`config.mk`:
```
export PLATFORM = sky130hd
export DESIGN_NAME = text_screen_buffer_flat
export DESIGN_NICKNAME = d
export VERILOG_FILES = /design/src/rtl/text_screen_buffer_if.sv /design/src/rtl/text_screen_buffer.sv /design/src/flat_wrapper.sv
export SDC_FILE = /design/constraint.sdc
export NUM_CORES = 2
export LEC_CHECK = 0
export ABC_AREA = 1
export ABC_CLOCK_PERIOD_IN_PS = 38200
export BUFFER_PORTS_ARGS = -buffer_cell sky130_fd_sc_hd__clkbuf_2
export CORE_MARGIN = 4
export CORE_UTILIZATION = 45
export DETAILED_ROUTE_END_ITERATION = 8
export MAX_ROUTING_LAYER = met4
export PLACE_DENSITY_LB_ADDON = 0.12
export SYNTH_ARGS = -nofsm -noshare
export SYNTH_HDL_FRONTEND = slang
export SYNTH_SLANG_ARGS = --single-unit
```
`constraint.sdc`:
```
create_clock -name clock -period 38.2 [get_ports clock]
set_input_delay 1.91 -clock clock [delete_from_list [all_inputs] [get_ports clock]]
set_output_delay 1.91 -clock clock [all_outputs]
set_load 0.02 [all_outputs]
```
`src/rtl/text_screen_buffer_if.sv`:
```
// Printer/renderer-facing bundle of the text screen buffer:
// queued cell writes, clear control and the renderer read port.
interface text_screen_buffer_if #(
  parameter int CELLS_LOG2 = 8
);
  logic                  wr_en;
  logic [CELLS_LOG2-1:0] char_index;
  logic [7:0]            char_data;
  logic                  wr_ready;
  logic                  clear;
  logic                  busy;
  logic                  overflow;
  logic [CELLS_LOG2-1:0] rd_index;
  logic [7:0]            rd_data;

  modport master (
    output wr_en, char_index, char_data,
    output clear, rd_index,
    input  wr_ready, busy, overflow, rd_data
  );

  modport slave (
    input  wr_en, char_index, char_data,
    input  clear, rd_index,
    output wr_ready, busy, overflow, rd_data
  );
endinterface

```
`src/rtl/text_screen_buffer.sv`:
```
// Character-cell screen RAM with a small write queue, a blanking
// sweep on reset/clear, and a one-cycle read-first renderer port.
module text_screen_buffer #(
  parameter int         CELLS_LOG2 = 8,
  parameter int         FIFO_DEPTH = 4,
  parameter logic [7:0] BLANK_CHAR = 8'h20
) (
  input logic clock,
  input logic resetn,
  text_screen_buffer_if.slave bus
);

  localparam int QW    = $clog2(FIFO_DEPTH);
  localparam int CELLS = 1 << CELLS_LOG2;

  typedef enum logic {IDLE, CLEAR} state_t;

  typedef struct packed {
    logic [CELLS_LOG2-1:0] idx;
    logic [7:0]            data;
  } entry_t;

  state_t                state;
  logic [CELLS_LOG2-1:0] clr_ptr;
  logic [QW-1:0]         wptr;
  logic [QW-1:0]         rptr;
  logic [QW:0]           count;
  logic [QW:0]           count_nxt;
  logic                  push;
  logic                  pop;
  entry_t                q [FIFO_DEPTH];
  logic [7:0]            ram [CELLS];

  assign push = bus.wr_en && bus.wr_ready;
  // A clear request in IDLE wins over the pop so queued text lands after the sweep.
  assign pop  = (state == IDLE) && !bus.clear
             && (count != '0);

  always_comb begin
    count_nxt = count;
    count_nxt = count_nxt + (QW+1)'(push);
    count_nxt = count_nxt - (QW+1)'(pop);
  end

  always_ff @(posedge clock) begin
    if (state == CLEAR)
      ram[clr_ptr] <= BLANK_CHAR;
    else if (pop)
      ram[q[rptr].idx] <= q[rptr].data;
    if (push)
      q[wptr] <= '{idx: bus.char_index,
                   data: bus.char_data};
  end

  always_ff @(posedge clock or negedge resetn) begin
    if (!resetn) begin
      state        <= CLEAR;
      clr_ptr      <= '0;
      wptr         <= '0;
      rptr         <= '0;
      count        <= '0;
      bus.busy     <= 1'b1;
      bus.wr_ready <= 1'b1;
      bus.overflow <= 1'b0;
      bus.rd_data  <= 8'h00;
    end else begin
      bus.rd_data  <= ram[bus.rd_index];
      count        <= count_nxt;
      bus.wr_ready <= count_nxt != (QW+1)'(FIFO_DEPTH);
      if (push)
        wptr <= wptr + 1'b1;
      if (pop)
        rptr <= rptr + 1'b1;
      unique case (state)
        IDLE: begin
          if (bus.clear) begin
            state        <= CLEAR;
            bus.busy     <= 1'b1;
            bus.overflow <= 1'b0;
          end
        end
        CLEAR: begin
          clr_ptr <= clr_ptr + 1'b1;
          if (&clr_ptr) begin
            state    <= IDLE;
            bus.busy <= 1'b0;
          end
        end
        default: state <= IDLE;
      endcase
      // A write dropped on the same edge as a clear still leaves its mark.
      if (bus.wr_en && !bus.wr_ready)
        bus.overflow <= 1'b1;
    end
  end

endmodule

```
`src/flat_wrapper.sv`:
```
// flat-port wrapper written by rule: the top's interface ports become plain ports
module text_screen_buffer_flat 
#(
  parameter int         CELLS_LOG2 = 8,
  parameter int         FIFO_DEPTH = 4,
  parameter logic [7:0] BLANK_CHAR = 8'h20
)
  (clock, resetn, bus_wr_en, bus_char_index, bus_char_data, bus_clear, bus_rd_index, bus_wr_ready, bus_busy, bus_overflow, bus_rd_data);
  text_screen_buffer_if #(.CELLS_LOG2(CELLS_LOG2)) bus_i ();
  input logic clock;
  input logic resetn;
  input wire logic [$bits(bus_i.wr_en)-1:0] bus_wr_en;
  input wire logic [$bits(bus_i.char_index)-1:0] bus_char_index;
  input wire logic [$bits(bus_i.char_data)-1:0] bus_char_data;
  input wire logic [$bits(bus_i.clear)-1:0] bus_clear;
  input wire logic [$bits(bus_i.rd_index)-1:0] bus_rd_index;
  output wire logic [$bits(bus_i.wr_ready)-1:0] bus_wr_ready;
  output wire logic [$bits(bus_i.busy)-1:0] bus_busy;
  output wire logic [$bits(bus_i.overflow)-1:0] bus_overflow;
  output wire logic [$bits(bus_i.rd_data)-1:0] bus_rd_data;
  assign bus_i.wr_en = bus_wr_en;
  assign bus_i.char_index = bus_char_index;
  assign bus_i.char_data = bus_char_data;
  assign bus_i.clear = bus_clear;
  assign bus_i.rd_index = bus_rd_index;
  assign bus_wr_ready = bus_i.wr_ready;
  assign bus_busy = bus_i.busy;
  assign bus_overflow = bus_i.overflow;
  assign bus_rd_data = bus_i.rd_data;
  text_screen_buffer #(.CELLS_LOG2(CELLS_LOG2), .FIFO_DEPTH(FIFO_DEPTH), .BLANK_CHAR(BLANK_CHAR)) u_core (.clock(clock), .resetn(resetn), .bus(bus_i));
endmodule
```
# ---- After elaboration in Yosys (flattened, before gate mapping)
# Memories as Yosys holds them, arrays and structs flattened. A register that Yosys moved wholly into a read port is not among the register bits.
# Cells that the tools add are included.
dict set report totals {
  output_inout_bits 11
  elab_cells 52
  inputBits 28
  mem_bits_rw 2112
  mem_count 2
  ff_bits 19
}
dict set report classes {
  n_reduce_logical 13
  bitwise_logic 1
  add_sub_neg 5
  n_eq_ne 4
  n_mux 19
}
# name depth width rd rd_ports_with_merged_regs wr line_no
set memory_table {}
lappend memory_table {u_core.ram 256 8 1 1 1 text_screen_buffer.sv:32} ;# logic [7:0] ram [CELLS];
lappend memory_table {u_core.q 4 16 1 0 1 text_screen_buffer.sv:31} ;# entry_t q [FIFO_DEPTH];
# cell count
set ops {}
lappend ops {{$mux W8} 2}
lappend ops {{$mux W1} 15}
lappend ops {{$add A8 B1 Y8 const B} 1}
lappend ops {{$reduce_and A8 Y1} 1}
lappend ops {{$reduce_or A8 Y1} 1}
lappend ops {{$ne A2 B2 Y1 const B} 3}
lappend ops {{$add A2 B1 Y2 const B} 2}
lappend ops {{$logic_and A1 B1 Y1} 4}
lappend ops {{$pmux W1 S2} 2}
lappend ops {{$reduce_and A2 Y1} 2}
lappend ops {{$add A3 B1 Y3} 1}
lappend ops {{$logic_not A1 Y1} 3}
lappend ops {{$ne A3 B3 Y1 const B} 1}
lappend ops {{$reduce_bool A3 Y1} 1}
lappend ops {{$sub A3 B1 Y3} 1}
lappend ops {{$reduce_bool A2 Y1} 1}
lappend ops {{$not A1 Y1} 1}

# ---- Depth between registers and ports, before layout
dict set report depth {
  depth_word 8
  ltp_mapped 15
  ltp_nobuf 11
}

# ---- Least setup slack after synthesis
# Ideal clock, no wire load.
dict set report synth_path {
  path_type {flip-flop to flip-flop}
  startpoint {register u_core.rptr[0]}
  endpoint {memory u_core.ram[0][5] (data pin)}
  path_stages_with_launch 4
  setup_slack_ns 17.885
  synth_period_minus_slack_ns 20.315
  setup_ns 3.367
  arrival_time_ns 16.948
  path_buffers 1
  required_time_ns 34.833
  path_cell_list {dfrtp_1 clkbuf_1 nor2_1 o311ai_0}
}
dict set report synth_via {
  elab_chain_len 2
}
# item line_no
set synth_rtl {}
lappend synth_rtl {{start, declared} text_screen_buffer.sv:26} ;# logic [QW-1:0] rptr;
lappend synth_rtl {{start signal, assigned} text_screen_buffer.sv:73} ;# rptr <= rptr + 1'b1;
lappend synth_rtl {{$mem_v2 Z4 W16} -}
lappend synth_rtl {{$mux W8 (no source line)} -}
lappend synth_rtl {{end, declared} text_screen_buffer.sv:32}
# Every way passes these cells.

==> impl_metrics.yaml <==
run_status:
  status: "completed"
die:
  initial_core_util: 0.4540
  coreArea_um2: 190600
  row_count: 160
  dieArea_um2: 199400
  fp.dieH_um: 446.5
  io-pin-count: 39
  dieWidth_um: 446.5
logic_synthesis:
  synthDistinctLibCells: 31
  syn_area_um2: 86520
  ys_ff_latch: 2139
  avgSynthCellArea_um2: 11.90
  seq_area_frac_synth: 0.7408
  syn_nets: 7305
  synthTopCellsByArea: "edfxtp_1 (73%), nand3_1 (12%), nand2_1 (9.3%)"
  synth_cells: 7269
  yosysTopAreaCellShare: 0.7330
  synth_warnings: 0
  yosysTopAreaCell: "edfxtp_1"
worst_setup_path:
  cp_top_family: "buffers and inverters"
  critical_path.max_fanout: 159
  path_buf_inv: 5
  crit_top_cell: "nand3_1"
  r2r-end: "u_core.ram[117][6]"
  path_cells: "buf_8 > inv_8 > buf_4 > buf_4 > buf_4 > nand2_1 > nand3_1 > nand3_1 > nand3_1 > nand3_1 > nand3_1 > nand3_1 > nand2_1 > nand2_1 > nand2_1"
  worst_setup_path_end_kind: "register"
  crit_type: "in2reg"
  reg2reg_slack_ns: 33.52
  r2r_cells: 10
  worstSetupStartpoint: "bus_rd_index[0]"
  reg2reg_from: "u_core.rptr[1]"
  required_ns: 38.97
  start_kind: "input pin"
  cp.arrival_ns: 6.97
  max_stage_delay_ns: 0.85
  cpMaxStageDelayCell: "buf_4"
detailed_routing:
  drt-pass1-iter-count: 5
  postRouteAntennaNets: 0
  wire_per_inst_um: 24.74
  drt-vias-per-instance: 5.653
  drc: 0
  drt_iter0_drc: 6023
  routed_wl_um: 243300
  vias: 55580
clock_tree:
  h-tree-depth: 4
  cts_buffers: 220
  cts.clk_slew.worst_paths_ns: 0.06
  clock_latency_ns: 0.86
  cts_resized: 0
  cts_buffer_depth: 3
  clock-root-buffer: "clkbuf_16"
  clkSinkCount: 2139
  postCtsSetupRepairBufs: 0
  cts_tree: "yes"
  hold_buffers: 0
finish:
  drive_gt1_frac: 0.06862
  fin_cells: 9831
  num-fill-cells: 16690
  syn_to_final_growth_pct: 10.51
  final_nets: 7167
power_and_ir_drop:
  irDropWorstVdd_v: 0.00004033
  powerDensity_nw_per_um2: 53.59
  p_leak_nw: 33.77
place:
  io_buffers: 38
  post-place-ws_ns: 31.15
  gp_congestion: 0.8267
  dp_hpwl_um: 132800
  dp.cells: 9420
global_route:
  grt_usage: 0.2493
  overflow: 0
  grt_pass1_wl_um: 359800
  grt_max_degree: 171
  antenna_found_initial: 5
  grt_pass1_vias: 53000
timing:
  fin_ws_ns: 31.99
  fmax_mhz: 161.2
  slew_headroom: 0.1570
  final_max_slew_viol_count: 0
  min_period_over_period: 0.1624
  finClkSkew_ns: 0.02522
  setup_viol: 0
  worstMarginPinSlew_ns: 1.264
  fin_tns_setup_ns: 0
  hold_viol_final: 0
  rsz0062_at_grt: "no"
  min_period_ns: 6.205
  finalHoldWorstSlack_ns: 0.4897
min_path:
  hold_class: "reg2reg"
  hp-start: "u_core.clr_ptr[7]"
  holdPathStages: 1
  holdPathEnd: "u_core.clr_ptr[7]"
flow_run:
  cap_violations: 0
final cells by class:
cell class	count	area (um^2)	area share
Multi-Input combinational cell	4590	20340	0.2127
Timing Repair Buffer	134	1033	0.01081
Tap cell	2511	3142	0.03286
Clock inverter	122	903.4	0.009448
Inverter	46	197.7	0.002067
Clock buffer	285	5894	0.06165
Antenna cell	4	10.01	0.0001047
Sequential cell	2139	64100	0.6704
sequential cells by signal, indices dropped and copies added (netlist names):
| signal | cells |
|---|---|
| u_core.ram | 2048 |
| u_core.q | 64 |
| u_core.bus.rd_data | 8 |
| u_core.clr_ptr | 8 |
| u_core.count | 3 |
| u_core.rptr | 2 |
| u_core.wptr | 2 |
| u_core.bus.busy | 1 |
| u_core.bus.overflow | 1 |
| u_core.bus.wr_ready | 1 |
| u_core.state | 1 |
stage by stage:
step                      area [um^2]  power (mW)    util
after floorplan                 86520       2.923       -
after global placement          88810       3.116  0.4660
after detailed placement        88810       3.120  0.4660
after CTS                       95610       5.157  0.5017
after global routing            95610       5.292  0.5017
final                           95620       5.124  0.5017
worst reg2reg max path, cell delays in order (launching register included):
cell,delay (ns)
dfrtp_1,0.36
buf_4,0.21
inv_1,0.46
o21ai_0,0.18
o22ai_1,0.29
nand2_1,0.15
o21ai_4,0.14
inv_2,0.11
nor2_4,0.25
nand3_2,0.93
nor2_1,1.22
cell usage after synthesis:
library cell and n:
buf_6 7, ha_1 7, o21ai_0 36, nor3_2 1, buf_4 1, clkbuf_1 324
nor2_1 314, o22ai_1 8, dfrtp_1 24, buf_2 71, inv_2 14, nor2_8 1
nand3b_1 1, nand2_1 2138, nand3_1 2019, nand3_2 17, a21oi_1 7, xnor2_1 1
o21ai_4 3, inv_1 32, fa_1 1, o311ai_0 1, nor2_4 5, dfstp_2 3
nor2_2 14, xor2_1 9, o21a_1 1, buf_1 91, o31ai_4 1, o21ai_2 5
edfxtp_1 2112
placed cells by master (no fill, tap or decap), types with 8 or more instances in the layout:
| cell | n |
|---|---|
| bufinv_16 | 12 |
| o21ai_0 | 36 |
| clkbuf_16 | 224 |
| o22ai_1 | 8 |
| xor2_1 | 9 |
| dfrtp_1 | 24 |
| inv_2 | 12 |
| clkinv_1 | 58 |
| buf_4 | 91 |
| nor2_1 | 314 |
| edfxtp_1 | 2112 |
| nand3_1 | 2019 |
| clkbuf_1 | 55 |
| clkbuf_2 | 33 |
| clkinv_2 | 39 |
| inv_1 | 30 |
| nand3_2 | 17 |
| nor2_2 | 14 |
| nand2_1 | 2138 |
how the worst max path moves through the flow:
stage	end	slack (ns)	cells past startpoint
floorplan	u_core.ram[0][5]	17.88	3
global placement	u_core.bus.rd_data[2]	31.16	15
detailed placement	u_core.bus.rd_data[2]	31.15	15
CTS	u_core.bus.rd_data[2]	32.08	15
global route	u_core.bus.rd_data[7]	31.68	15
finish	u_core.bus.rd_data[7]	31.99	15
logic make-up (layout without fill, tap and decap cells):
logic type      count (synthesis)  after routing  synth area share
simple gates                 4510           4510            0.2272
compound gates                 62             62          0.004570
xor+xnor                       10             10          0.001012
fa+ha+maj                       8              8          0.001244
other cells                     0              4                 0
buf+inv                       540            587           0.02510
flops                        2139           2139            0.7408
metal layers:
| layer | track usage | share of wire | up-vias |
|---|---|---|---|
| li1 | - | - | 25570 |
| met1 | 0.3515 | 0.44 | 27640 |
| met2 | 0.3812 | 0.47 | 2000 |
| met3 | 0.03727 | 0.070 | 366 |
| met4 | 0.06728 | 0.026 | 0 |
| met5 | - | 0 | - |
where the power goes:
part           internal (mW)  switching [mW]
Combinational         0.0920           0.359
Sequential              2.60          0.0177
Clock                   1.16           0.891
Total                   3.86            1.27
No activity file was read; power rests on OpenSTA's default activity.
